<file path="src/rtl/pos_mask_pkg.sv">
// ============================================================================
// pos_mask_pkg : shared defaults and FSM state encoding for pos_mask_builder
// Revision 1.0 : initial release
// ============================================================================
`default_nettype none

package pos_mask_pkg;

  localparam int DEF_W  = 8;
  localparam int DEF_PW = $clog2(DEF_W);

  typedef enum logic [0:0] {
    ST_ACCUM = 1'b0,
    ST_HOLD  = 1'b1
  } state_e;

endpackage

`default_nettype wire

</file>
<file path="src/rtl/pos_onehot_dec.sv">
// ============================================================================
// pos_onehot_dec : PW-bit position to W-bit one-hot decoder; positions >= W
//                  decode to all zeros
// Revision 1.0 : initial release
// ============================================================================
`default_nettype none

module pos_onehot_dec
  import pos_mask_pkg::*;
#(
  parameter int W  = DEF_W,
  parameter int PW = $clog2(W)
) (
  input  logic [PW-1:0] pos,
  output logic [W-1:0]  onehot
);

  // Comparing every bit against its own index naturally yields zero for
  // out-of-range positions when W is not a power of two.
  for (genvar i = 0; i < W; i++) begin : g_bit
    assign onehot[i] = (pos == PW'(i));
  end

endmodule

`default_nettype wire

</file>
<file path="src/rtl/pos_mask_builder.sv">
// ============================================================================
// pos_mask_builder : ORs a stream of bit positions into a mask and emits it
//                    on the last beat through a registered valid/ready port.
// Optional macro POS_MASK_DUP_DETECT_EN enables the repeated-position flag.
// Revision 1.0 : initial release
// ============================================================================
`default_nettype none

module pos_mask_builder
  import pos_mask_pkg::*;
#(
  parameter int W  = DEF_W,
  parameter int PW = $clog2(W)
) (
  input  logic          clk,
  input  logic          rst_n,
  input  logic          in_valid,
  output logic          in_ready,
  input  logic [PW-1:0] in_pos,
  input  logic          in_last,
  output logic          out_valid,
  input  logic          out_ready,
  output logic [W-1:0]  out_mask,
  output logic          out_dup
);

  state_e       state_q, state_d;
  logic [W-1:0] acc_q, acc_d;
  logic [W-1:0] out_mask_q, out_mask_d;
  logic         out_valid_q, out_valid_d;
  logic [W-1:0] w_onehot;
  logic         w_accept;

  pos_onehot_dec #(
    .W  (W),
    .PW (PW)
  ) u_dec (
    .pos    (in_pos),
    .onehot (w_onehot)
  );

  // Ready depends only on state and out_ready, never on in_valid.
  assign in_ready = (state_q == ST_ACCUM) || out_ready;
  assign w_accept = in_valid && in_ready;

  always_comb begin
    state_d     = state_q;
    acc_d       = acc_q;
    out_mask_d  = out_mask_q;
    out_valid_d = out_valid_q;

    if ((state_q == ST_HOLD) && out_ready) begin
      out_valid_d = 1'b0;
      state_d     = ST_ACCUM;
    end

    // acc is always zero in HOLD, so a beat taken during the handshake
    // cycle starts a fresh frame.
    if (w_accept) begin
      if (in_last) begin
        out_mask_d  = acc_q | w_onehot;
        out_valid_d = 1'b1;
        acc_d       = '0;
        state_d     = ST_HOLD;
      end else begin
        acc_d = acc_q | w_onehot;
      end
    end
  end

  always_ff @(posedge clk or negedge rst_n) begin
    if (!rst_n) begin
      state_q     <= ST_ACCUM;
      acc_q       <= '0;
      out_mask_q  <= '0;
      out_valid_q <= 1'b0;
    end else begin
      state_q     <= state_d;
      acc_q       <= acc_d;
      out_mask_q  <= out_mask_d;
      out_valid_q <= out_valid_d;
    end
  end

  assign out_mask  = out_mask_q;
  assign out_valid = out_valid_q;

`ifdef POS_MASK_DUP_DETECT_EN
  logic dup_q, dup_d;
  logic out_dup_q, out_dup_d;
  logic w_hit;

  assign w_hit = |(acc_q & w_onehot);

  always_comb begin
    dup_d     = dup_q;
    out_dup_d = out_dup_q;
    if (w_accept) begin
      if (in_last) begin
        out_dup_d = dup_q | w_hit;
        dup_d     = 1'b0;
      end else begin
        dup_d = dup_q | w_hit;
      end
    end
  end

  always_ff @(posedge clk or negedge rst_n) begin
    if (!rst_n) begin
      dup_q     <= 1'b0;
      out_dup_q <= 1'b0;
    end else begin
      dup_q     <= dup_d;
      out_dup_q <= out_dup_d;
    end
  end

  assign out_dup = out_dup_q;
`else
  assign out_dup = 1'b0;
`endif

endmodule

`default_nettype wire

</file>
<file path="config.mk">
export PLATFORM = sky130hd
export DESIGN_NAME = pos_mask_builder
export DESIGN_NICKNAME = d
export VERILOG_FILES = /design/src/rtl/pos_mask_pkg.sv /design/src/rtl/pos_onehot_dec.sv /design/src/rtl/pos_mask_builder.sv
export SDC_FILE = /design/constraint.sdc
export NUM_CORES = 1
export LEC_CHECK = 0
export CORE_MARGIN = 4
export CORE_UTILIZATION = 50
export DETAILED_ROUTE_END_ITERATION = 7
export DONT_BUFFER_PORTS = 1
export SYNTH_ARGS = -nofsm -noshare
export SYNTH_HDL_FRONTEND = slang
export SYNTH_HIERARCHICAL = 1
export SYNTH_SLANG_ARGS = --single-unit
</file>
<file path="constraint.sdc">
create_clock -name clk -period 1.7 [get_ports clk]
set_input_delay 0.34 -clock clk [delete_from_list [all_inputs] [get_ports clk]]
set_output_delay 0.34 -clock clk [all_outputs]
set_load 0.005 [all_outputs]
</file>
Word-level counts from Yosys, hierarchy flattened. Index checks and enable logic that the tools add are counted.

Mux-type cells: 7. Multipliers: 0. Order comparisons: 0. Equal/unequal tests: 7. Shift-type cells: 0. Add/subtract/negate cells: 0. Div/mod/pow operators: 0. Bitwise operators: 2. Reductions and logical operators: 5.

Operator list (count): $eq 3x3->1 const B (4); $mux 8 (1); $or 8x8->8 (1); $eq 3x2->1 const B (2); $mux 1 (6); $eq 3x1->1 const B (1); $logic_not 3->1 (1); $logic_and 1x1->1 (2); $reduce_and 2->1 (1); $logic_or 1x1->1 (1); $not 1->1 (1).

Memories kept: 0. Register bits: 18. Bits in latches: 0. Output and inout port bits: 11. RAM bits: 0. Bits in read-only memories: 0. Input port bits: 8.

Logic depth before layout (Yosys ltp). Gate-level depths: netlist (run 1).

Depth after elaboration: 4. Gate-level depth with buffers: 6. Gate-level depth less buffers: 3.

By module. The synthesis (run 1) kept the hierarchy.

Modules (own cells, without submodules): pos_mask_builder (seq. area each 450.4 µm², area each 778.2 µm², times used 1, cells each 70); pos_onehot_dec (seq. area each 0.0 µm², area each 65.1 µm², times used 1, cells each 8).

Worst setup path after synthesis (run 1). Ideal clock, no wire load.

Path type: in2reg. Start: input port in_valid. End: register out_mask_q[0] (netlist: out_mask[0]). Stages on the path: 6. Data arrival time: 1.018 ns. Setup time: 0.079 ns. Setup slack: 0.602 ns. Data required time: 1.621 ns. Path through: buf_6 > nand2_4 > nor2b_4 > buf_6 > buf_8 > mux2i_1.

Cells in the longest elaborated chain, start to end: 2.

RTL lines: start: declaration (RTL line pos_mask_builder.sv:17) `input logic in_valid,`; $logic_and 1x1->1 (RTL line pos_mask_builder.sv:44) `assign w_accept = in_valid && in_ready;`; $reduce_and 2->1 (no line); end signal: assignment (RTL line pos_mask_builder.sv:80) `out_mask_q <= out_mask_d;`; end: declaration (RTL line pos_mask_builder.sv:29) `logic [W-1:0] out_mask_q, out_mask_d;`.

No other way between the ends. A chain may end at the register's enable or synchronous reset.

Worst setup path in the final report (run 1).
Start: register state_q. End: register out_mask_q[2] (netlist: out_mask[2]).

Cells in the longest elaborated chain, start to end: 4.

RTL lines: start: declaration (RTL line pos_mask_builder.sv:27) `state_e state_q, state_d;`; start signal: assignment (RTL line pos_mask_builder.sv:78) `state_q <= state_d;`; $not 1->1 (RTL line pos_mask_builder.sv:43) `assign in_ready = (state_q == ST_ACCUM) || out_ready;`; $logic_or 1x1->1 (RTL line pos_mask_builder.sv:43); via in_ready (RTL line pos_mask_builder.sv:18) `output logic in_ready,`; $logic_and 1x1->1 (RTL line pos_mask_builder.sv:44); $reduce_and 2->1 (no line).

The timed path passes the listed nets, and every way through them passes these cells.

==> results_dict.tcl, run 1 <==
set metrics [dict create \
    grtUsageTotal_pct 12.4 \
    fillers 140 \
    wire_per_inst_um 14.8 \
    cts_tree "yes" \
    vias 502 \
    swShare_pct 26.3 \
    avgSynthCellArea_sq_um 10.8 \
    grt-ovfl-total 0 \
    p_switching_uw 230 \
    leakage_nw 0.424 \
    synthesis.area_sq_um 843 \
    worstPathRequired_ns 1.92 \
    ys_ff_latch 18 \
    maxCapViolations 0 \
    clkTransAtPathRegs_ns 0.10 \
    hold_viol 0 \
    status "finished, final reports clean" \
    critPathSlowestCell "dfrtp_1" \
    clock_latency_ns 0.29 \
    powerDensity_nw_per_um2 1010 \
    max_freq_ghz 0.783 \
    initial_utilization_pct 54.7 \
    antenna_found_initial 0 \
    drtAntennaViolNets 0 \
    root_buffer "clkbuf_4" \
    crit_path_cell_trace "nand2b_4 -> nor2b_4 -> buf_12 -> mux2i_1" \
    io_buffers 0 \
    cts.path.max_buffers 2 \
    worstPathMaxFanout 11 \
    ys_types 19 \
    synthCells 78 \
    die_h_um 49.1 \
    cp.arrival_ns 1.50 \
    end_kind "flip-flop" \
    p_comb_share_pct 15.0 \
    vias_per_cell 5.34 \
    peakVddDrop_mv 0.725 \
    rows 14 \
    yosysSeqAreaShare_pct 53.4 \
    max_stage_delay_ns 0.42 \
    grt_pass1_vias 496 \
    core_sq_um 1540 \
    rsz0062_at_grt "no" \
    final_common_cell "dfrtp_1" \
    syn_nets 86 \
    drtPass1Iterations 4 \
    gp_congestion 0.713 \
    setup_viol 0 \
    p_seq_share_pct 62.5 \
    final_cell_mix "dfrtp_1, nor2_1, inv_1, mux2i_1, a31oi_1" \
    internal_power_uw 643 \
    num_antenna_cells 0 \
    drt_iter0_drc 3 \
    maxSlewHeadroom_pct 47.0 \
    critPathLaunchType "flip-flop" \
    period_needed_ns 1.28 \
    ys_warn_count 6 \
    path_class "reg2reg" \
    layout.nets 88 \
    drive_above_1_share_pct 14.1 \
    grt_pass1_wl_um 2330 \
    tightest_slew_ns 0.793 \
    cts_num_sinks 18 \
    dp_hpwl_um 1020 \
    worst_clock_skew_ns 0.0132 \
    io_pins 19 \
    area_delta_synth_final_pct 2.67 \
    pwr-share-clk_pct 22.5 \
    drc 0 \
    postCtsSetupBuffers 0 \
    grt_max_degree 19 \
    totalWireLength_um 1390 \
    dp.cells 90 \
    setup_tns_ns 0 \
    die_x_um 49.1 \
    period_share_pct 75.2 \
    cts_buffers 3 \
    htreeDepth 1 \
    cts_resized 0 \
    hold_path.class "in2reg" \
    final_cell_count_no_fill 94 \
    die-area_sq_um 2410 \
    maxSlewViolCount 0 \
]
[per-stage QoR]
| stage | util, % | total power, mW | setup slack, ns | hold slack, ns | instance area, sq um |
|---|---|---|---|---|---|
| final | 56.2 | 0.873 | 0.422 | 0.218 | 866 |
| after floorplan | - | 0.659 | 0.602 | 0.0444 | 843 |
| after detailed placement | 54.1 | 0.681 | 0.410 | 0.0448 | 833 |
| after global placement | 54.1 | 0.676 | 0.454 | 0.0448 | 833 |
| after global routing | 56.2 | 0.941 | 0.330 | 0.202 | 866 |
| after CTS | 56.2 | 0.889 | 0.410 | 0.213 | 866 |
[power groups by stage]
stage | Combinational (mW) | Sequential [mW] | Clock [mW]
3_5_place_dp | 0.124 | 0.557 | 0
6_report | 0.131 | 0.545 | 0.197
4_1_cts | 0.135 | 0.548 | 0.207
2_1_floorplan | 0.114 | 0.545 | 0
5_1_grt | 0.152 | 0.556 | 0.233
3_3_place_gp | 0.120 | 0.556 | 0
[cells in the mapped netlist]
cell | count | area (sq um)
dfrtp_1 | 18 | 450
nor2_1 | 16 | 60.1
a31oi_1 | 8 | 50.1
inv_1 | 8 | 30.0
mux2i_1 | 8 | 80.1
and3b_2 | 3 | 30.0
nor3b_1 | 3 | 22.5
buf_6 | 2 | 22.5
nand2_1 | 2 | 7.51
a21o_1 | 1 | 7.51
and3_2 | 1 | 7.51
buf_2 | 1 | 5.00
buf_4 | 1 | 7.51
buf_8 | 1 | 15.0
conb_1 | 1 | 3.75
nand2_4 | 1 | 11.3
nand2b_4 | 1 | 13.8
nor2b_4 | 1 | 13.8
nor3_1 | 1 | 5.00
[flip-flops by register name, indices dropped and copies added (netlist names)]
signal / cells
out_valid: 1
out_mask: 8
state_q: 1
acc_q: 8
[critical path, delay by kind of cell (launching register included)]
family                 cells  cell delay [ns]
flip-flops                 1             0.42
AND/OR/NAND/NOR            2             0.45
buffers and inverters      1             0.17
multiplexers               1             0.17
[per-layer routing]
layer	global-route usage (%)	up-vias	share of wire, %
met5	0	-	0
met4	2.69	0	0.93
met3	5.50	2	5.2
met2	20.6	10	52
met1	14.5	233	42
li1	-	257	-
[worst paths after layout]
path | slack (ns) | from | cells after the start | endpoint
worst max-delay path | 0.42 | state_q | 4 | out_mask[2]
worst max register to register | 0.42 | state_q | 4 | out_mask[2]
max in group asynchronous | 0.62 | rst_n | 1 | acc_q[4]
worst min register to register | 0.51 | acc_q[7] | 2 | acc_q[7]
min in group asynchronous | 0.57 | rst_n | 1 | acc_q[6]
worst min-delay path | 0.22 | in_valid | 2 | acc_q[6]
[cell families after synthesis]
kind of cell | synth area share [%]
buffers and inverters | 9.49
other | 0.445
and+or+nand+nor | 20.3
muxes | 9.50
DFF | 53.4
AOI/OAI and AO/OA | 6.83
[cell type report]
class	count	area, sq um	share of cell area (%)
Sequential cell	18	450	52.0
Tap cell	16	20.0	2.31
Multi-Input combinational cell	47	313	36.1
Timing Repair Buffer	2	30.0	3.47
Clock buffer	3	22.5	2.60
Inverter	8	30.0	3.47
[repair_timing]
item | in CTS | in global routing
endpoints found under the setup margin | 0 | 0
hold endpoints to repair | 18 | 0
hold buffers | 1 | 0
Note: power is estimated with default switching activity, not from simulation.
==> run 2: changes to the inputs <==
--- a/config.mk
+++ b/config.mk
@@ -9,6 +9,7 @@
 export CORE_UTILIZATION = 50
 export DETAILED_ROUTE_END_ITERATION = 7
 export DONT_BUFFER_PORTS = 1
+export PLACE_DENSITY = 0.68
 export SYNTH_ARGS = -nofsm -noshare
 export SYNTH_HDL_FRONTEND = slang
 export SYNTH_HIERARCHICAL = 1
==> constraint.sdc (replaced) <==
create_clock -name clk -period 1.08 [get_ports clk]
set_input_delay 0.216 -clock clk [delete_from_list [all_inputs] [get_ports clk]]
set_output_delay 0.216 -clock clk [all_outputs]
set_load 0.005 [all_outputs]
==> run 2 against run 1 <==
Net effect:
- the flow now finishes with violations (negative setup slack)
- design area up 21%
- setup slack lost 0.48 ns
- sequential power increased by 59%
- combinational power up 130%
- first-iteration DRC count grew 67%
- count of clock-buffer cells in the layout stayed put
- die area is the same
- highest routed layer unchanged
==> results_dict.tcl, run 2 (same netlist as run 1, synthesis figures left out) <==
set metrics [dict create \
    status "complete, but fails checks" \
    violations "negative setup slack" \
    worstPathRequired_ns 1.26 \
    maxSlewViolCount 0 \
    initial_utilization_pct 54.7 \
    grtUsageTotal_pct 12.5 \
    powerDensity_nw_per_um2 1430 \
    root_buffer "clkbuf_4" \
    dp_hpwl_um 954 \
    drtAntennaViolNets 0 \
    p_total_mw 1.49 \
    io_buffers 0 \
    worstPathMaxFanout 8 \
    final_common_cell "dfrtp_1" \
    cts_tree "yes" \
    htreeDepth 1 \
    critPathLaunchType "flip-flop" \
    io_pins 19 \
    reg2reg_depth 5 \
    ff2ff_setup_slack_ns -0.06 \
    period_share_pct 106 \
    final_cell_mix "dfrtp_1, nor2_1, inv_1, mux2i_1" \
    die_x_um 49.1 \
    num_antenna_cells 0 \
    maxCapViolations 0 \
    vias 570 \
    maxSlewHeadroom_pct 46.8 \
    fillers 125 \
    final_cell_count_no_fill 99 \
    p_switching_uw 410 \
    cts.path.max_buffers 2 \
    grt_pass1_wl_um 2420 \
    layout.nets 93 \
    die-area_sq_um 2410 \
    pwr-share-clk_pct 21.2 \
    vias_per_cell 5.76 \
    wire_per_inst_um 16.5 \
    setup_viol 16 \
    area_delta_synth_final_pct 23.9 \
    rows 14 \
    cts_buffers 3 \
    clock_latency_ns 0.28 \
    drive_above_1_share_pct 28.9 \
    placed_cell_area_sq_um 841 \
    holdPathEnd "state_q" \
    hp-start "in_last" \
    drtPass1Iterations 3 \
    antenna_found_initial 0 \
    pre_cts_ws_ns 0.0298 \
    drt_iter0_drc 5 \
    clkTransAtPathRegs_ns 0.09 \
    rsz0062_at_grt "yes" \
    holdWs_ns 0.0524 \
    worst_clock_skew_ns 0.00303 \
    critPathSlowestCell "dfrtp_1" \
    swShare_pct 27.5 \
    cp.arrival_ns 1.32 \
    seqCellArea_sq_um 450 \
    grt_pass1_vias 529 \
    hold_viol 0 \
    grt-ovfl-total 0 \
    max_freq_ghz 0.877 \
    path_class "reg2reg" \
    p_seq_share_pct 58.3 \
    grt_max_degree 19 \
    end_kind "flip-flop" \
    cts_num_sinks 18 \
    peakVddDrop_mv 0.826 \
    leakage_nw 0.491 \
    drc 0 \
    dp.cells 91 \
    r2r_end "out_valid" \
    timing.final.ws_setup_ns -0.0608 \
    hold_path.class "in2reg" \
    final_area_sq_um 1040 \
    crit_path_cell_trace "nand2b_4 -> nor2b_4 -> buf_6 -> clkbuf_16 -> a21o_1" \
    internal_power_mw 1.08 \
    period_needed_ns 1.14 \
    totalWireLength_um 1630 \
    max_stage_delay_ns 0.40 \
    r2r_start "state_q" \
    p_comb_share_pct 20.5 \
    core_sq_um 1540 \
    startpoint "state_q" \
    multi_input_area_sq_um 398 \
    gp_congestion 0.693 \
    tightest_slew_ns 0.799 \
    hold_path_depth 2 \
    die_h_um 49.1 \
]
-- run 2: changes by cell type in the layout (fill, tap and decap cells not counted), sizes merged --
cell,delta
buf,+3
dlygate4sd3,-1
dlymetal6s4s,+1
bufbuf,+1
clkbuf,+1
-- run 2: metrics by stage --
step	util, %	TNS (ns)
floorplan	-	0
global placement	54.5	0
detailed placement	54.5	0
CTS	59.7	-0.144
global route	67.8	-1.46
finish	67.8	-0.325
-- run 2: cell type report --
type,count,area share [%]
Clock buffer,3,2.16
Timing Repair Buffer,7,11.9
Multi-Input combinational cell,47,38.1
Tap cell,16,1.92
Sequential cell,18,43.1
Inverter,8,2.87
-- run 2: worst max-delay path by stage --
| stage | endpoint | cells past startpoint |
|---|---|---|
| 5_1_grt | out_mask[4] | 4 |
| 6_report | out_valid | 5 |
| 4_1_cts | in_ready | 2 |
| 3_3_place_gp | out_mask[1] | 4 |
| 3_5_place_dp | out_mask[5] | 4 |
| 2_1_floorplan | out_mask[0] | 5 |
-- run 2: critical path: cells and delay by family (launching register included) --
family	cells	cell delay (ns)
DFF	1	0.40
and+or+nand+nor	2	0.22
AOI/OAI and AO/OA	1	0.16
buffers and inverters	2	0.27
-- run 2: per-layer routing --
layer	vias up	wire (um)	track usage, %
li1	269	-	-
met1	284	681	16.7
met2	15	859	18.7
met3	2	77	2.75
met4	0	15	6.73
met5	-	0	0
-- run 2: timing repair --
action / CTS / global route
buffers inserted: 1 / 1
hold buffers: 1 / 0
pin swaps: 0 / 7
setup endpoints to repair: 1 / 31
resized for setup: 2 / 17
endpoints found under the hold margin: 18 / 0
cloned: 1 / 1
-- run 2: power by group through the flow --
stage	sequential, mW	clock, mW	combinational (mW)
after detailed placement	0.877	0	0.194
after global placement	0.875	0	0.188
after CTS	0.864	0.326	0.239
final	0.869	0.316	0.305
after global routing	0.883	0.363	0.339
after floorplan	0.859	0	0.179
==> run 3: changes to the inputs <==
==> constraint.sdc (replaced) <==
create_clock -name clk -period 1.08 [get_ports clk]
set_input_delay 0.216 -clock clk [delete_from_list [all_inputs] [get_ports clk]]
set_output_delay 0.216 -clock clk [all_outputs]
set_load 0.1 [all_outputs]
==> run 3 against run 2 <==
Net effect:
- the run still ends with negative setup slack left
- via count is 4.6% higher
- combinational power grew to 3.3 times the previous value
- non-clock buffer count rose by 8
- first-iteration DRC count rose to 3.8 times the previous value
- sequential cell count unchanged
- routed wire length rose by 5.5%
- setup slack got worse by 0.097 ns
- clock power grew 31%
- global-route usage rose by 2.7 points
- clock skew increased by 0.0015 ns
- maximum frequency fell by 7.8%
- critical endpoint is now in_ready
- largest cell class unchanged
- largest power group unchanged
==> results_dict.tcl, run 3 (same netlist as run 1, synthesis figures left out) <==
set metrics [dict create \
    critPathSlowestCell "dfrtp_1" \
    totalWireLength_um 1720 \
    maxSlewViolCount 0 \
    multi_input_area_sq_um 349 \
    peakVddDrop_mv 1.48 \
    worst_clock_skew_ns 0.00456 \
    r2r_end "out_mask[6]" \
    initial_utilization_pct 54.7 \
    path_buf_inv 1 \
    internal_power_mw 1.39 \
    powerDensity_nw_per_um2 2110 \
    r2r_start "state_q" \
    cp_top_family "flip-flops" \
    grt_pass1_vias 578 \
    root_buffer "clkbuf_4" \
    vias_per_cell 5.52 \
    rsz0062_at_grt "yes" \
    period_share_pct 115 \
    p_switching_mw 1.06 \
    grtUsageTotal_pct 15.3 \
    cts_num_sinks 18 \
    pwr-share-clk_pct 16.9 \
    die_x_um 49.1 \
    p_seq_share_pct 41.5 \
    io_buffers 0 \
    area_delta_synth_final_pct 37.5 \
    drtAntennaViolNets 0 \
    p_comb_share_pct 41.5 \
    final_common_cell "nor2_1" \
    hold_path.class "in2reg" \
    fin_util_pct 75.2 \
    cts.path.max_buffers 2 \
    final_cell_mix "nor2_1, dfrtp_1, buf_12, inv_1, mux2i_1" \
    leakage_nw 0.535 \
    holdWs_ns 0.0433 \
    hold_viol 0 \
    dp_hpwl_um 1020 \
    pre_cts_ws_ns -0.0371 \
    cp.depth 2 \
    layout.nets 101 \
    swShare_pct 43.3 \
    worstPathMaxFanout 5 \
    path_class "reg2out" \
    setup_viol 26 \
    end_kind "output pin" \
    ff2ff_setup_slack_ns -0.08 \
    clkTransAtPathRegs_ns 0.10 \
    timing.final.ws_setup_ns -0.158 \
    reg2reg_depth 4 \
    cts_buffers 3 \
    die-area_sq_um 2410 \
    cts_tree "yes" \
    drtPass1Iterations 4 \
    worstPathRequired_ns 0.86 \
    clock_latency_ns 0.30 \
    htreeDepth 1 \
    wire_per_inst_um 16.0 \
    cp.arrival_ns 1.02 \
    endpoint "in_ready" \
    io_pins 19 \
    critPathLaunchType "flip-flop" \
    tightest_slew_ns 0.786 \
    drt_iter0_drc 19 \
    rows 14 \
    antenna_found_initial 0 \
    grt-ovfl-total 0 \
    grt_max_degree 19 \
    period_needed_ns 1.24 \
    core_sq_um 1540 \
    seqCellArea_sq_um 467 \
    maxCapViolations 0 \
    drive_above_1_share_pct 43.5 \
    maxSlewHeadroom_pct 47.6 \
    crit_path_cell_trace "nand2b_4 -> buf_12" \
    grt_pass1_wl_um 2750 \
    startpoint "state_q" \
    num_antenna_cells 0 \
    max_stage_delay_ns 0.43 \
    setup_tns_ns -1.55 \
    drc 0 \
    violations "negative setup slack" \
    vias 596 \
    fillers 95 \
    die_h_um 49.1 \
    max_freq_ghz 0.808 \
    status "complete, but fails checks" \
    gp_congestion 0.752 \
]
## run 3: cell types whose count changed in the layout (fill, tap and decap cells not counted), sizes merged
cell / change
buf: +10
bufbuf: -1
## run 3: area by class of cell
cell class              instances  share of cell area, %
inverters                       8                   2.59
well taps                      16                   1.73
clock buffers                   4                   3.13
flip-flops and latches         18                   40.2
repair buffers                 15                   22.2
multi-input cells              47                   30.1
## run 3: how the worst min path moves through the flow
stage | startpoint | to | slack [ns] | cells past startpoint
after detailed placement | rst_n | out_mask[2] | -0.08 | 0
final | in_last | state_q | 0.04 | 2
after floorplan | rst_n | acc_q[0] | -0.08 | 0
after global placement | rst_n | out_mask[4] | -0.08 | 0
after global routing | in_last | state_q | 0.04 | 2
after CTS | in_last | state_q | 0.05 | 2
## run 3: power groups by stage
stage / logic, mW / clock network, mW / registers (mW)
after CTS: 1.01 / 0.422 / 1.01
after global placement: 0.938 / 0 / 1.01
after global routing: 1.05 / 0.455 / 1.03
final: 1.02 / 0.414 / 1.02
after floorplan: 0.213 / 0 / 1.42
after detailed placement: 0.948 / 0 / 1.02
## run 3: metal layers
layer / part of all wire, % / wire length (um) / GRT usage, % / up-vias
met4: 2.1 / 36 / 9.42 / 0
met1: 41 / 698 / 16.3 / 278
met5: 0 / 0 / 0 / -
met2: 49 / 845 / 24.2 / 27
li1: - / - / - / 286
met3: 8.3 / 143 / 6.73 / 5
## run 3: metrics by stage
step                std cells  power, mW  cell area (sq um)
finish                    108       2.45               1160
global route              108       2.54               1160
CTS                       106       2.44               1130
detailed placement         98       1.96               1000
global placement           98       1.95               1000
floorplan                  78       1.64                857
## run 3: repair_timing
action	CTS	global route
hold endpoints to repair	18	0
cloned	2	0
setup endpoints to repair	18	35
gates resized for setup	2	12
hold buffers	1	0
pin swaps	4	3
setup buffers	1	3
